## src/rtl/seq_divrem_pkg.sv

```systemverilog
// Shared types and helpers for the sequential sign-magnitude divider.
// Holds the FSM state encoding, the packed result-flag bundle and sm_norm().
package alu_pkg;

   typedef enum logic [1:0] {
      IDLE = 2'd0,
      CALC = 2'd1,
      DONE = 2'd2
   } divrem_state_e;

   typedef struct packed {
      logic zerF;
      logic negF;
      logic DZF;
   } divrem_flags_t;

   // Returns the sign bit to store for a magnitude: a zero magnitude
   // never carries a set sign bit, so there is no negative zero.
   function automatic logic sm_norm(input logic sign,
                                    input logic [31:0] mag);
      return sign & (|mag);
   endfunction

endpackage

```

## src/rtl/seq_divrem_if.sv

```systemverilog
// Start/busy/done handshake and operand/result bundle of seq_divrem.
// master: start, NumA, NumB out; slave: busy, done, Quo, Res, flags out.
interface seq_divrem_if #(
   parameter int MAG_W = 2
);
   logic             start;
   logic [MAG_W:0]   NumA;
   logic [MAG_W:0]   NumB;
   logic             busy;
   logic             done;
   logic [MAG_W:0]   Quo;
   logic [MAG_W:0]   Res;
   logic             zerF;
   logic             negF;
   logic             DZF;

   modport master (
      output start, NumA, NumB,
      input  busy, done, Quo, Res, zerF, negF, DZF
   );

   modport slave (
      input  start, NumA, NumB,
      output busy, done, Quo, Res, zerF, negF, DZF
   );
endinterface

```

## src/rtl/seq_divrem_step.sv

```systemverilog
// One restoring-division iteration: shift in a dividend bit, trial
// subtract. Ports: rem_i, bit_i, div_i in; rem_o, q_o out.
module divrem_step #(
   parameter int W = 2
) (
   input  logic [W:0]   rem_i,
   input  logic         bit_i,
   input  logic [W-1:0] div_i,
   output logic [W:0]   rem_o,
   output logic         q_o
);
   logic [W+1:0] sh;
   logic [W+1:0] diff;

   always_comb begin
      sh    = {rem_i, bit_i};
      diff  = sh - {2'b00, div_i};
      q_o   = (sh >= {2'b00, div_i});
      // remainder stays below the divisor, so W+1 bits always suffice
      rem_o = (W+1)'(q_o ? diff : sh);
   end
endmodule

```

## src/rtl/seq_divrem.sv

```systemverilog
// Multi-cycle sign-magnitude divider: quotient, remainder, zer/neg/DZ flags.
// Ports: clk, rst (async high), bus (seq_divrem_if.slave). Option: DIVREM_EARLY_EXIT_EN.
module seq_divrem
   import alu_pkg::*;
#(
   parameter int MAG_W = 2
) (
   input  logic        clk,
   input  logic        rst,
   seq_divrem_if.slave bus
);
   localparam int CW = $clog2(MAG_W);

   localparam logic [1:0] S_IDLE = IDLE;
   localparam logic [1:0] S_CALC = CALC;
   localparam logic [1:0] S_DONE = DONE;

   logic [1:0]       state_q, state_d;
   logic             busy_q, busy_d;
   logic [CW-1:0]    cnt_q, cnt_d;
   // dividend shifts out MSB-first while quotient bits shift in at LSB
   logic [MAG_W-1:0] a_q, a_d;
   logic [MAG_W-1:0] b_q, b_d;
   logic             sa_q, sa_d;
   logic             sb_q, sb_d;
   logic [MAG_W:0]   rem_q, rem_d;
   logic [MAG_W:0]   quo_q, quo_d;
   logic [MAG_W:0]   res_q, res_d;
   divrem_flags_t    flg_q, flg_d;

   logic [MAG_W:0]   step_rem;
   logic             step_q;
   logic [MAG_W-1:0] quo_n;
   logic [MAG_W-1:0] rmag;
   logic             rsgn;

   divrem_step #(.W(MAG_W)) u_step (
      .rem_i (rem_q),
      .bit_i (a_q[MAG_W-1]),
      .div_i (b_q),
      .rem_o (step_rem),
      .q_o   (step_q)
   );

   always_comb begin
      quo_n = {a_q[MAG_W-2:0], step_q};
      rmag  = step_rem[MAG_W-1:0];
      rsgn  = sm_norm(sa_q, 32'(rmag));
   end

   always_comb begin
      state_d = state_q;
      busy_d  = busy_q;
      cnt_d   = cnt_q;
      a_d     = a_q;
      b_d     = b_q;
      sa_d    = sa_q;
      sb_d    = sb_q;
      rem_d   = rem_q;
      quo_d   = quo_q;
      res_d   = res_q;
      flg_d   = flg_q;
      unique case (state_q)
         S_IDLE: begin
            if (!busy_q) begin
               if (bus.start) begin
                  busy_d = 1'b1;
                  a_d    = bus.NumA[MAG_W-1:0];
                  b_d    = bus.NumB[MAG_W-1:0];
                  sa_d   = bus.NumA[MAG_W];
                  sb_d   = bus.NumB[MAG_W];
               end
            end else if (b_q == '0) begin
               state_d = S_DONE;
               busy_d  = 1'b0;
               quo_d   = '0;
               res_d   = '0;
               flg_d   = '{zerF: 1'b1, negF: 1'b0, DZF: 1'b1};
`ifdef DIVREM_EARLY_EXIT_EN
            end else if (a_q < b_q) begin
               state_d = S_DONE;
               busy_d  = 1'b0;
               quo_d   = '0;
               res_d   = {sm_norm(sa_q, 32'(a_q)), a_q};
               flg_d   = '{zerF: (a_q == '0),
                           negF: sm_norm(sa_q, 32'(a_q)),
                           DZF:  1'b0};
`endif
            end else begin
               state_d = S_CALC;
               cnt_d   = CW'(MAG_W - 1);
               rem_d   = '0;
            end
         end
         S_CALC: begin
            a_d   = quo_n;
            rem_d = step_rem;
            cnt_d = cnt_q - 1'b1;
            if (cnt_q == '0) begin
               state_d = S_DONE;
               busy_d  = 1'b0;
               quo_d   = {sm_norm(sa_q ^ sb_q, 32'(quo_n)), quo_n};
               res_d   = {rsgn, rmag};
               flg_d   = '{zerF: (rmag == '0), negF: rsgn,
                           DZF: 1'b0};
            end
         end
         S_DONE: begin
            state_d = S_IDLE;
         end
         default: begin
            state_d = S_IDLE;
            busy_d  = 1'b0;
         end
      endcase
   end

   always_ff @(posedge clk or posedge rst) begin
      if (rst) begin
         state_q <= S_IDLE;
         busy_q  <= 1'b0;
         cnt_q   <= '0;
         a_q     <= '0;
         b_q     <= '0;
         sa_q    <= 1'b0;
         sb_q    <= 1'b0;
         rem_q   <= '0;
         quo_q   <= '0;
         res_q   <= '0;
         flg_q   <= '0;
      end else begin
         state_q <= state_d;
         busy_q  <= busy_d;
         cnt_q   <= cnt_d;
         a_q     <= a_d;
         b_q     <= b_d;
         sa_q    <= sa_d;
         sb_q    <= sb_d;
         rem_q   <= rem_d;
         quo_q   <= quo_d;
         res_q   <= res_d;
         flg_q   <= flg_d;
      end
   end

   assign bus.busy = busy_q;
   assign bus.done = (state_q == S_DONE);
   assign bus.Quo  = quo_q;
   assign bus.Res  = res_q;
   assign bus.zerF = flg_q.zerF;
   assign bus.negF = flg_q.negF;
   assign bus.DZF  = flg_q.DZF;
endmodule

```

## src/flat_wrapper.sv

```systemverilog
// flat-port wrapper written by rule: the top's interface ports become plain ports
module seq_divrem_flat import alu_pkg::*;
#(
   parameter int MAG_W = 2
)
  (clk, rst, bus_start, bus_NumA, bus_NumB, bus_busy, bus_done, bus_Quo, bus_Res, bus_zerF, bus_negF, bus_DZF);
  seq_divrem_if #(.MAG_W(MAG_W)) bus_i ();
  input  logic clk;
  input  logic rst;
  input wire logic [$bits(bus_i.start)-1:0] bus_start;
  input wire logic [$bits(bus_i.NumA)-1:0] bus_NumA;
  input wire logic [$bits(bus_i.NumB)-1:0] bus_NumB;
  output wire logic [$bits(bus_i.busy)-1:0] bus_busy;
  output wire logic [$bits(bus_i.done)-1:0] bus_done;
  output wire logic [$bits(bus_i.Quo)-1:0] bus_Quo;
  output wire logic [$bits(bus_i.Res)-1:0] bus_Res;
  output wire logic [$bits(bus_i.zerF)-1:0] bus_zerF;
  output wire logic [$bits(bus_i.negF)-1:0] bus_negF;
  output wire logic [$bits(bus_i.DZF)-1:0] bus_DZF;
  assign bus_i.start = bus_start;
  assign bus_i.NumA = bus_NumA;
  assign bus_i.NumB = bus_NumB;
  assign bus_busy = bus_i.busy;
  assign bus_done = bus_i.done;
  assign bus_Quo = bus_i.Quo;
  assign bus_Res = bus_i.Res;
  assign bus_zerF = bus_i.zerF;
  assign bus_negF = bus_i.negF;
  assign bus_DZF = bus_i.DZF;
  seq_divrem #(.MAG_W(MAG_W)) u_core (.clk(clk), .rst(rst), .bus(bus_i));
endmodule
```

## config.mk

```make
export PLATFORM = sky130hd
export DESIGN_NAME = seq_divrem_flat
export DESIGN_NICKNAME = d
export VERILOG_FILES = /design/src/rtl/seq_divrem_pkg.sv /design/src/rtl/seq_divrem_if.sv /design/src/rtl/seq_divrem_step.sv /design/src/rtl/seq_divrem.sv /design/src/flat_wrapper.sv
export SDC_FILE = /design/constraint.sdc
export NUM_CORES = 1
export LEC_CHECK = 0
export ABC_AREA = 1
export CAP_MARGIN = 25
export CORE_MARGIN = 3
export CORE_UTILIZATION = 50
export DETAILED_ROUTE_END_ITERATION = 8
export GPL_TIMING_DRIVEN = 0
export HOLD_SLACK_MARGIN = 0.1
export PLACE_DENSITY = 0.87
export SLEW_MARGIN = 10
export SYNTH_ARGS = -nofsm -noshare
export SYNTH_HDL_FRONTEND = slang
export SYNTH_SLANG_ARGS = --single-unit
```

## constraint.sdc

```tcl
create_clock -name clk -period 1.8 [get_ports clk]
set_clock_uncertainty 0.05 [all_clocks]
set_input_delay 0.36 -clock clk [delete_from_list [all_inputs] [get_ports clk]]
set_output_delay 0.36 -clock clk [all_outputs]
set_load 0.005 [all_outputs]
```

Word level (Yosys, flattened, before mapping)
Cells that the tools add are included.
- logic and storage cells: 70
- register bits: 22
- output and inout bits: 11
- input port bits: 9
- $lt $le $gt $ge: 1
- reductions and logical operators: 12
- mux-type cells: 29
- add/subtract/negate cells: 2
- equal/unequal tests: 8
- bitwise gates (word level): 5
- operators with widths (kind ; count):
    3-bit two-way mux ; 10
    3-bit case mux with 2 select lines ; 4
    2-bit two-way mux ; 5
    3-bit AND reduction ; 3
    2-bit != test, second input constant ; 4
    2-bit case mux with 2 select lines ; 2
    2-bit zero test ; 3
    1-bit two-way mux ; 6
    4-bit by 2-bit greater-or-equal comparator with 1-bit output ; 1
    2-bit by 1-bit != test with 1-bit output, second input constant ; 2
    2-bit AND reduction ; 2
    4-bit AND reduction ; 1
    2-bit OR reduction ; 2
    1-bit case mux with 3 select lines ; 1
    3-bit by 2-bit subtractor with 3-bit output ; 1
    1-bit bitwise AND ; 2
    2-bit by 1-bit == test with 1-bit output, second input constant ; 1
    2-bit == test, second input constant ; 1
    1-bit inverter ; 2
    1-bit case mux with 2 select lines ; 1
    2-bit nonzero test ; 1
    1-bit subtractor, second input constant ; 1
    1-bit XOR ; 1

Depth between registers and ports, before layout
Gate-level depths: netlist of run 1.
- depth after elaboration: 6
- depth in mapped cells: 9
- mapped depth without buffers: 9

Cells and area by module
From an unflattened synthesis of run 1, not the netlist that was laid out.
- cells, all modules: 146
- area, all modules: 1122.3 sq um
- modules (own cells, without submodules) (module ; sequential area each (sq um) ; times used ; cells an instance ; area an instance (sq um)):
    seq_divrem ; 525.5 ; 1 ; 122 ; 979.7
    divrem_step ; 0.0 ; 1 ; 24 ; 142.6

Worst setup path after synthesis of run 1
OpenSTA, ideal clock, no wires.
- path kind: reg2reg
- from: reg u_core.a_q[1]
- to: reg u_core.res_q[2], in the netlist u_core.bus.Res[2]
- arrival: 1491 ps
- clock period less this slack: 1657 ps
- data required time: 1634 ps
- path slack: 143 ps
- setup time: 116 ps
- buffers on the path: 0
- stages on the path, launching flop included: 10
- cells stage by stage: dfrtp_1 > inv_1 > ha_1 > fa_1 > nand3_1 > nand2_1 > nand3_1 > nand2_1 > nand2_1 > nand2_1
- cells in the longest elaborated chain, start to end: 6
- elaborated cells on any way between the ends: 7
- those cells by class: add/sub (1); order compare (1); mux (3); bitwise (1); reduce/logical (1)
- ends and longest elaborated chain (item ; line ; source):
    start, declared ; seq_divrem.sv:22 ; logic [MAG_W-1:0] a_q, a_d;
    start signal, assigned ; seq_divrem.sv:123 ; a_q <= '0;
    start signal, assigned ; seq_divrem.sv:135 ; a_q <= a_d;
    4-bit by 2-bit greater-or-equal comparator with 1-bit output or 3-bit by 2-bit subtractor with 3-bit output (tied branches) ; seq_divrem_step.sv:18, seq_divrem_step.sv:17 ;
    3-bit two-way mux (*) ; seq_divrem_step.sv:20 ; rem_o = (W+1)'(q_o ? diff : sh);
    2-bit OR reduction (*) ; seq_divrem_pkg.sv:21 ; return sign & (|mag);
    1-bit bitwise AND (*) ; seq_divrem_pkg.sv:21 ;
    3-bit two-way mux (*) ; seq_divrem.sv:99 ; if (cnt_q == '0) begin
    3-bit case mux with 2 select lines (*) ; seq_divrem.sv:63 ; unique case (state_q)
    end signal, assigned ; seq_divrem.sv:141 ; res_q <= res_d;
    end, declared ; seq_divrem.sv:28 ; logic [MAG_W:0] res_q, res_d;
Every way passes the cells marked *; elsewhere a longest branch is shown, timed or not. The select of a mux whose other input is x is not followed.
A chain may end at the register's enable or synchronous reset.

Worst setup path after layout of run 1
- from: reg u_core.res_q[2], in the netlist u_core.bus.Res[2]
- to: out bus_Res[2]
- RTL lines (item ; line ; source):
    end, declared ; flat_wrapper.sv:16 ; output wire logic [$bits(bus_i.Res)-1:0] bus_Res;
No word-level cell between the ends.

==> results of run 1 <==
sequential cells by signal, indices dropped and copies added, names as in the netlist:
register / count
u_core.bus.Quo: 3
u_core.bus.Res: 3
u_core.rem_q: 3
u_core.a_q: 2
u_core.b_q: 2
u_core.state_q: 2
u_core.bus.DZF: 1
u_core.bus.busy: 1
u_core.bus.zerF: 1
u_core.cnt_q: 1
u_core.sa_q: 1
u_core.sb_q: 1
layer usage:
| metal | global-route usage | share of wire |
|---|---|---|
| met1 | 0.228 | 0.42 |
| met2 | 0.311 | 0.50 |
| met3 | 0.0258 | 0.061 |
| met4 | 0.0873 | 0.019 |
| met5 | 0 | 0 |
metrics by stage:
step	hold slack [ns]	TNS, ns	setup slack, ns
after floorplan	0.287	0	0.143
after global placement	0.414	0	0.0350
after detailed placement	0.420	-0.0369	-0.0369
after CTS	0.451	0	0.0445
after global routing	0.482	0	0.0327
final	0.428	0	0.0879
critical path: stages (launching register included):
cell	delay [ns]
dfrtp_1	0.40
buf_4	0.11
clkdlybuf4s50_1	0.49
synth_stat cells:
master    count
o21ai_1       1
fa_1          1
buf_8         1
xor2_1        1
dfrtp_1      21
nand2_1      29
nand4_1       3
o21ai_0      12
xnor2_1       1
nand3_1       5
nor2_1       14
inv_1        13
nand4_4       1
a21boi_0      1
nand2_4       1
ha_1          2
buf_4         1
a21oi_1       6
nor2_4        1
mux2_2        1
o21ai_2       2
repair_timing:
action | 4_1_cts | 5_1_grt
endpoints found under the setup margin | 3 | 6
pin swaps | 1 | 1
resized for setup | 3 | 2
hold buffers | 0 | 0
buffers inserted | 1 | 0
worst max path at each step:
stage	start	endpoint	depth (start not counted)
floorplan	u_core.a_q[1]	u_core.bus.Res[2]	9
global placement	u_core.a_q[1]	u_core.bus.Res[2]	9
detailed placement	u_core.a_q[1]	u_core.bus.Res[2]	9
CTS	u_core.a_q[1]	u_core.bus.Res[2]	9
global route	u_core.a_q[1]	u_core.bus.Res[2]	9
finish	u_core.bus.Res[2]	bus_Res[2]	2
kinds of logic (layout without fill, tap and decap cells):
group | count (synthesis) | in the layout | synth area share
adder cells (fa/ha/maj) | 3 | 3 | 0.0433
AND/OR/NAND/NOR | 54 | 54 | 0.239
flip-flops | 21 | 21 | 0.505
XOR/XNOR | 2 | 2 | 0.0169
AO/OA/AOI/OAI | 22 | 22 | 0.116
buffers and inverters | 15 | 39 | 0.0686
multiplexers | 1 | 1 | 0.0108
final cells by class:
cell class | count | share of cell area
multi-input cells | 82 | 0.348
flip-flops and latches | 21 | 0.402
plain buffers | 2 | 0.0172
repair buffers | 20 | 0.150
well taps | 25 | 0.0239
inverters | 13 | 0.0373
clock buffers | 3 | 0.0172
clock inverters | 1 | 0.00383
power groups by stage:
stage	combinational (mW)	sequential, mW	clock [mW]
after floorplan	0.923	0.798	0
after global placement	1.26	0.804	0
after detailed placement	1.31	0.819	0
final	1.39	0.809	0.231
after global routing	1.58	0.829	0.251
after CTS	1.35	0.804	0.233
==> results.py, run 1 <==
metrics = {
    "final_layout": {
        "final-seq-area_um2": 526,
        "final_cell_mix": "nand2_1 (29), dfrtp_1 (21), clkdlybuf4s50_1 (18)",
        "fin_cells": 167,
        "mostFrequentLayoutCell": "nand2_1",
        "nNetsFinal": 155,
        "final_util": 0.711,
        "drive_gt1_frac": 0.120,
        "num-fill-cells": 155,
        "final_area_um2": 1310,
        "multi_input_area_um2": 455,
        "syn_to_final_growth_pct": 25.8,
        "n_antenna_cell": 0,
    },
    "routing": {
        "wire_per_inst_um": 13.1,
        "drc_errors": 0,
        "final_antenna_net_count": 0,
        "drt_iter0_drc": 29,
        "via_per_inst": 5.23,
        "finalWirelength_um": 2180,
        "vias": 874,
        "drt_pass1_iterations": 4,
    },
    "logic_synthesis": {
        "netlist.area_leader.share": 0.505,
        "synth_area_um2": 1040,
        "synth_area_leaders": "dfrtp_1 (51%), nand2_1 (10%), o21ai_0 (5.8%)",
        "ys_seq_area_frac": 0.505,
        "avgSynthCellArea_um2": 8.81,
        "syn_inst": 118,
        "yosysWarnings": 0,
        "ys_ff_latch": 21,
        "synth.distinct_cells": 21,
        "syn_nets": 130,
        "synth_top_area_cell": "dfrtp_1",
    },
    "run": {
        "drv_cap": 0,
    },
    "power_and_ir_drop": {
        "power.switching_mw": 1.09,
        "power.density_nw_per_um2": 1860,
        "power.internal_mw": 1.34,
        "p_clk_frac": 0.095,
        "power_frac_comb": 0.573,
        "total_power_mw": 2.43,
        "ir_worst_vdd_mv": 1.11,
        "p_seq_frac": 0.332,
        "swShare": 0.448,
        "leakage_nw": 0.642,
    },
    "min_path": {
        "hold_class": "primary input to asynchronous set/reset pin",
    },
    "placement": {
        "place_inst": 162,
        "place_congestion": 0.839,
        "port_buffers": 19,
        "placed_cell_area_um2": 1260,
        "hpwl_um": 1550,
    },
    "clocking": {
        "clock-sinks": 21,
        "h-tree-depth": 1,
        "clk_latency_ns": 0.30,
        "cts_made_buffers": 3,
        "cts_buffer_depth": 2,
        "clk_pin_slew_ns": 0.12,
        "root_buffer": "clkbuf_4",
        "tritoncts": "yes",
    },
    "grt": {
        "antenna_found_initial": 0,
        "grt_pass1_wl_um": 3530,
        "overflow": 0,
        "grt_max_degree": 22,
        "track_usage": 0.183,
        "grt_pass1_vias": 823,
    },
    "critical_path": {
        "r2r-end": "u_core.bus.Res[2]",
        "reg2reg_depth": 9,
        "critPathKind": "flop to output port",
        "crit_required_ns": 1.39,
        "worst_setup_path_end_kind": "output port",
        "r2r_slack_ns": 0.12,
        "start_kind": "flop",
        "cp_max_fo": 3,
        "cp.arrival_ns": 1.30,
        "crit-reg2reg-launch": "u_core.a_q[1]",
    },
    "sta": {
        "finalCritPeriodShare": 0.951,
        "hold_violations": 0,
        "slew_headroom": 0.484,
        "rsz0062_at_grt": "no",
        "fin_crit_ns": 1.71,
        "slew_viol_final": 0,
        "fmax_mhz": 584,
        "worst_slew_pin_slew_ns": 0.773,
        "setup-violations-final": 0,
    },
    "die": {
        "core_area_um2": 1840,
        "chipHeight_um": 51.6,
        "io_pins": 20,
        "num_rows": 15,
        "die_w_um": 51.6,
        "start_util": 0.565,
        "die_area_um2": 2660,
    },
    "run_status": {
        "status": "finished, final reports clean",
    },
}
No activity file was read; power rests on OpenSTA's default activity.
==> inputs of run 2 (changes only) <==
--- a/config.mk
+++ b/config.mk
@@ -9,6 +9,7 @@
 export CAP_MARGIN = 25
 export CORE_MARGIN = 3
 export CORE_UTILIZATION = 50
+export CTS_CLUSTER_SIZE = 25
 export DETAILED_ROUTE_END_ITERATION = 8
 export GPL_TIMING_DRIVEN = 0
 export HOLD_SLACK_MARGIN = 0.1
==> results of run 2 <==
No change in the layout: final DEF, timing and power equal those of run 1.
==> inputs of run 3 (changes only) <==
--- a/config.mk
+++ b/config.mk
@@ -7,14 +7,15 @@
 export LEC_CHECK = 0
 export ABC_AREA = 1
 export CAP_MARGIN = 25
-export CORE_MARGIN = 3
-export CORE_UTILIZATION = 50
+export CORE_MARGIN = 2
+export CORE_UTILIZATION = 51
 export CTS_CLUSTER_SIZE = 25
 export DETAILED_ROUTE_END_ITERATION = 8
 export GPL_TIMING_DRIVEN = 0
 export HOLD_SLACK_MARGIN = 0.1
-export PLACE_DENSITY = 0.87
+export PLACE_DENSITY = 0.88
 export SLEW_MARGIN = 10
 export SYNTH_ARGS = -nofsm -noshare
 export SYNTH_HDL_FRONTEND = slang
+export SYNTH_HIERARCHICAL = 1
 export SYNTH_SLANG_ARGS = --single-unit
==> run 3 against run 2 <==
  * Sequential power is 4.2% higher
  * Design area is 10% higher
  * The run now ends with setup timing left
  * Worst hold slack better by 0.0056 ns
  * Critical endpoint is now u_core/bus.Res[2]
  * Synthesized cell count grew 24%
  * Global-route usage rose by 1.5 points
  * Clock-buffer cell count grew 1
  * Sequential cell count is the same
  * Highest routed layer unchanged
  * Routed wire length grew 11%
  * Die area is 2.7% lower
  * Setup slack worse by 0.090 ns
  * Combinational power rose by 26%
==> results.py, run 3 <==
metrics = {
    "final_layout": {
        "num-fill-cells": 157,
        "mostFrequentLayoutCell": "nand2_1",
        "final_cell_mix": "nand2_1 (61), dfrtp_1 (19), clkdlybuf4s50_1 (18)",
        "syn_to_final_growth_pct": 28.7,
        "drive_gt1_frac": 0.177,
        "n_antenna_cell": 0,
        "nNetsFinal": 188,
    },
    "critical_path": {
        "cp_cell_sequence": "inv_1, ha_2, fa_2, inv_2, nand2_2, nand2_2, o21ai_2, nor2_1, nand2_1, nand2_1",
        "critPathKind": "flop to flop",
        "crit_slowest_cell": "fa_2",
        "reg2reg_depth": 10,
        "cp_max_fo": 3,
        "cp_num_cells": 10,
        "worst_setup_path_end_kind": "flop",
        "slowest_delay_ns": 0.54,
        "start_kind": "flop",
        "crit_required_ns": 1.94,
        "path_buf_inv": 2,
        "cp.arrival_ns": 1.94,
        "path_delay_family": "adder cells",
    },
    "grt": {
        "grt_pass1_vias": 975,
        "overflow": 0,
        "antenna_found_initial": 0,
        "track_usage": 0.198,
        "grt_max_degree": 22,
        "grt_pass1_wl_um": 3930,
    },
    "clocking": {
        "cts_buffer_depth": 2,
        "clk_pin_slew_ns": 0.11,
        "h-tree-depth": 1,
        "clk_latency_ns": 0.29,
        "cts_made_buffers": 3,
        "clock-sinks": 21,
        "ctsHoldBuffers": 0,
        "tritoncts": "yes",
        "root_buffer": "clkbuf_4",
    },
    "logic_synthesis": {
        "synth_area_um2": 1120,
        "netlist.area_leader.share": 0.468,
        "yosys.area_share.simple": 0.350,
        "synth_top_family_by_area": "simple AND/OR/NAND/NOR gates",
        "synth_adder_area_share": 0.0401,
        "synth_compound_area_frac": 0.0535,
        "yosysMostFrequentCell": "nand2_1",
        "avgSynthCellArea_um2": 7.69,
        "synth_xor_area_frac": 0.00780,
        "synth_area_leaders": "dfrtp_1 (47%), nand2_1 (21%), inv_1 (5.7%)",
        "synth_top_area_cell": "dfrtp_1",
        "synthMuxAreaShare": 0,
        "yosysWarnings": 6,
        "synth_flop_cell": "dfrtp_1",
        "ys_top_cells_by_count": "nand2_1 (63), dfrtp_1 (21), inv_1 (17)",
        "synth.distinct_cells": 22,
        "syn_nets": 158,
        "ys_ff_latch": 21,
        "synth-edff-count": 0,
        "ys_seq_area_frac": 0.468,
        "syn_inst": 146,
        "async_reset_ff_frac": 1.00,
    },
    "sta": {
        "slew_headroom": 0.493,
        "hold_violations": 0,
        "slew_viol_final": 0,
        "finalCritPeriodShare": 1.00,
        "setup_ws_ns": -0.00215,
        "fin_tns_setup_ns": -0.00215,
        "fin_crit_ns": 1.80,
        "rsz0062_at_grt": "yes",
        "setup-violations-final": 1,
        "fmax_mhz": 555,
        "hold_ws_ns": 0.434,
        "worst_slew_pin_slew_ns": 0.759,
    },
    "power_and_ir_drop": {
        "leakage_nw": 0.778,
        "power.density_nw_per_um2": 1950,
        "ir_worst_vdd_mv": 1.09,
    },
    "die": {
        "chipHeight_um": 50.9,
        "die_area_um2": 2590,
        "core_area_um2": 2020,
        "start_util": 0.555,
        "io_pins": 20,
        "num_rows": 16,
        "die_w_um": 50.9,
    },
    "placement": {
        "hpwl_um": 1610,
        "place_congestion": 0.843,
        "port_buffers": 19,
    },
    "min_path": {
        "holdPathStages": 2,
        "hold_class": "flop to flop",
    },
    "routing": {
        "drt_iter0_drc": 38,
        "via_per_inst": 5.20,
        "finalWirelength_um": 2420,
        "wire_per_inst_um": 12.0,
        "drt_pass1_iterations": 4,
        "drc_errors": 0,
        "final_antenna_net_count": 0,
        "vias": 1051,
    },
    "run_status": {
        "violations": "setup timing",
        "status": "finished with violations",
    },
    "run": {
        "drv_cap": 0,
    },
}
-- run 3: cell count changes in the layout (fill, tap and decap cells not counted), moves of 3 or more --
cell / delta
nand4_1: +3
nand2_2: +5
buf_4: +5
o21ai_0: -9
inv_1: +4
a21oi_1: -3
nand2_1: +32
nor2_1: -6
-- run 3: cells by family after synthesis --
kind of cell | count (synthesis)
and+or+nand+nor | 90
adders and majority gates | 3
buffers and inverters | 21
DFF | 21
AOI/OAI and AO/OA | 10
xor gates and xnor gates | 1
-- run 3: cell type report --
cell class,instances,area [µm²],area share
buffer,2,18.8,0.0130
clock buffer,4,26.3,0.0182
inverter,19,71.3,0.0494
multi-input combinational,104,528,0.366
sequential,21,528,0.366
tap,27,33.8,0.0234
timing repair buffer,25,238,0.165
-- run 3: path summary, 6_finish.rpt --
path	slack [ns]	end	from
hold reg to reg	0.43	u_core/bus.Res[1]	u_core/bus.Res[1]
setup reg to reg	-0.002	u_core/bus.Res[2]	u_core/a_q[1]
max in group asynchronous	0.73	u_core/state_q[0]	rst
setup / recovery	-0.002	u_core/bus.Res[2]	u_core/a_q[1]
hold / removal	0.43	u_core/bus.Res[1]	u_core/bus.Res[1]
min in group asynchronous	0.44	u_core/rem_q[2]	rst
-- run 3: tightest hold or removal path, stage by stage, from the launching register on --
cell	delay [ns]
dfrtp_1	0.36
nand2_1	0.05
nand2_1	0.04
-- run 3: power by group --
group / total, mW / internal (mW) / switching (mW)
sequential: 0.843 / 0.684 / 0.159
clock: 0.215 / 0.0862 / 0.129
combinational: 1.75 / 0.761 / 0.990
total: 2.81 / 1.53 / 1.28
-- run 3: metal layers --
metal / global-route usage / part of all wire
met1: 0.238 / 0.43
met2: 0.340 / 0.49
met3: 0.0351 / 0.055
met4: 0.0991 / 0.023
met5: 0 / 0
-- run 3: metrics by stage --
stage	utilization	total power, mW	area, µm²	worst slack, ns	cells
after floorplan	-	1.81	1120	0.140	146
after global placement	0.666	2.19	1350	-0.00165	192
after detailed placement	0.666	2.25	1350	-0.0676	192
after CTS	0.694	2.55	1400	0.0175	199
after global routing	0.714	3.04	1440	-0.0426	202
final	0.714	2.81	1440	-0.00215	202
-- run 3: repair_timing --
| action | CTS | global route |
|---|---|---|
| resized for setup | 4 | 6 |
| pin swaps | 1 | 4 |
| setup buffers | 3 | 3 |
| setup endpoints to repair | 3 | 3 |
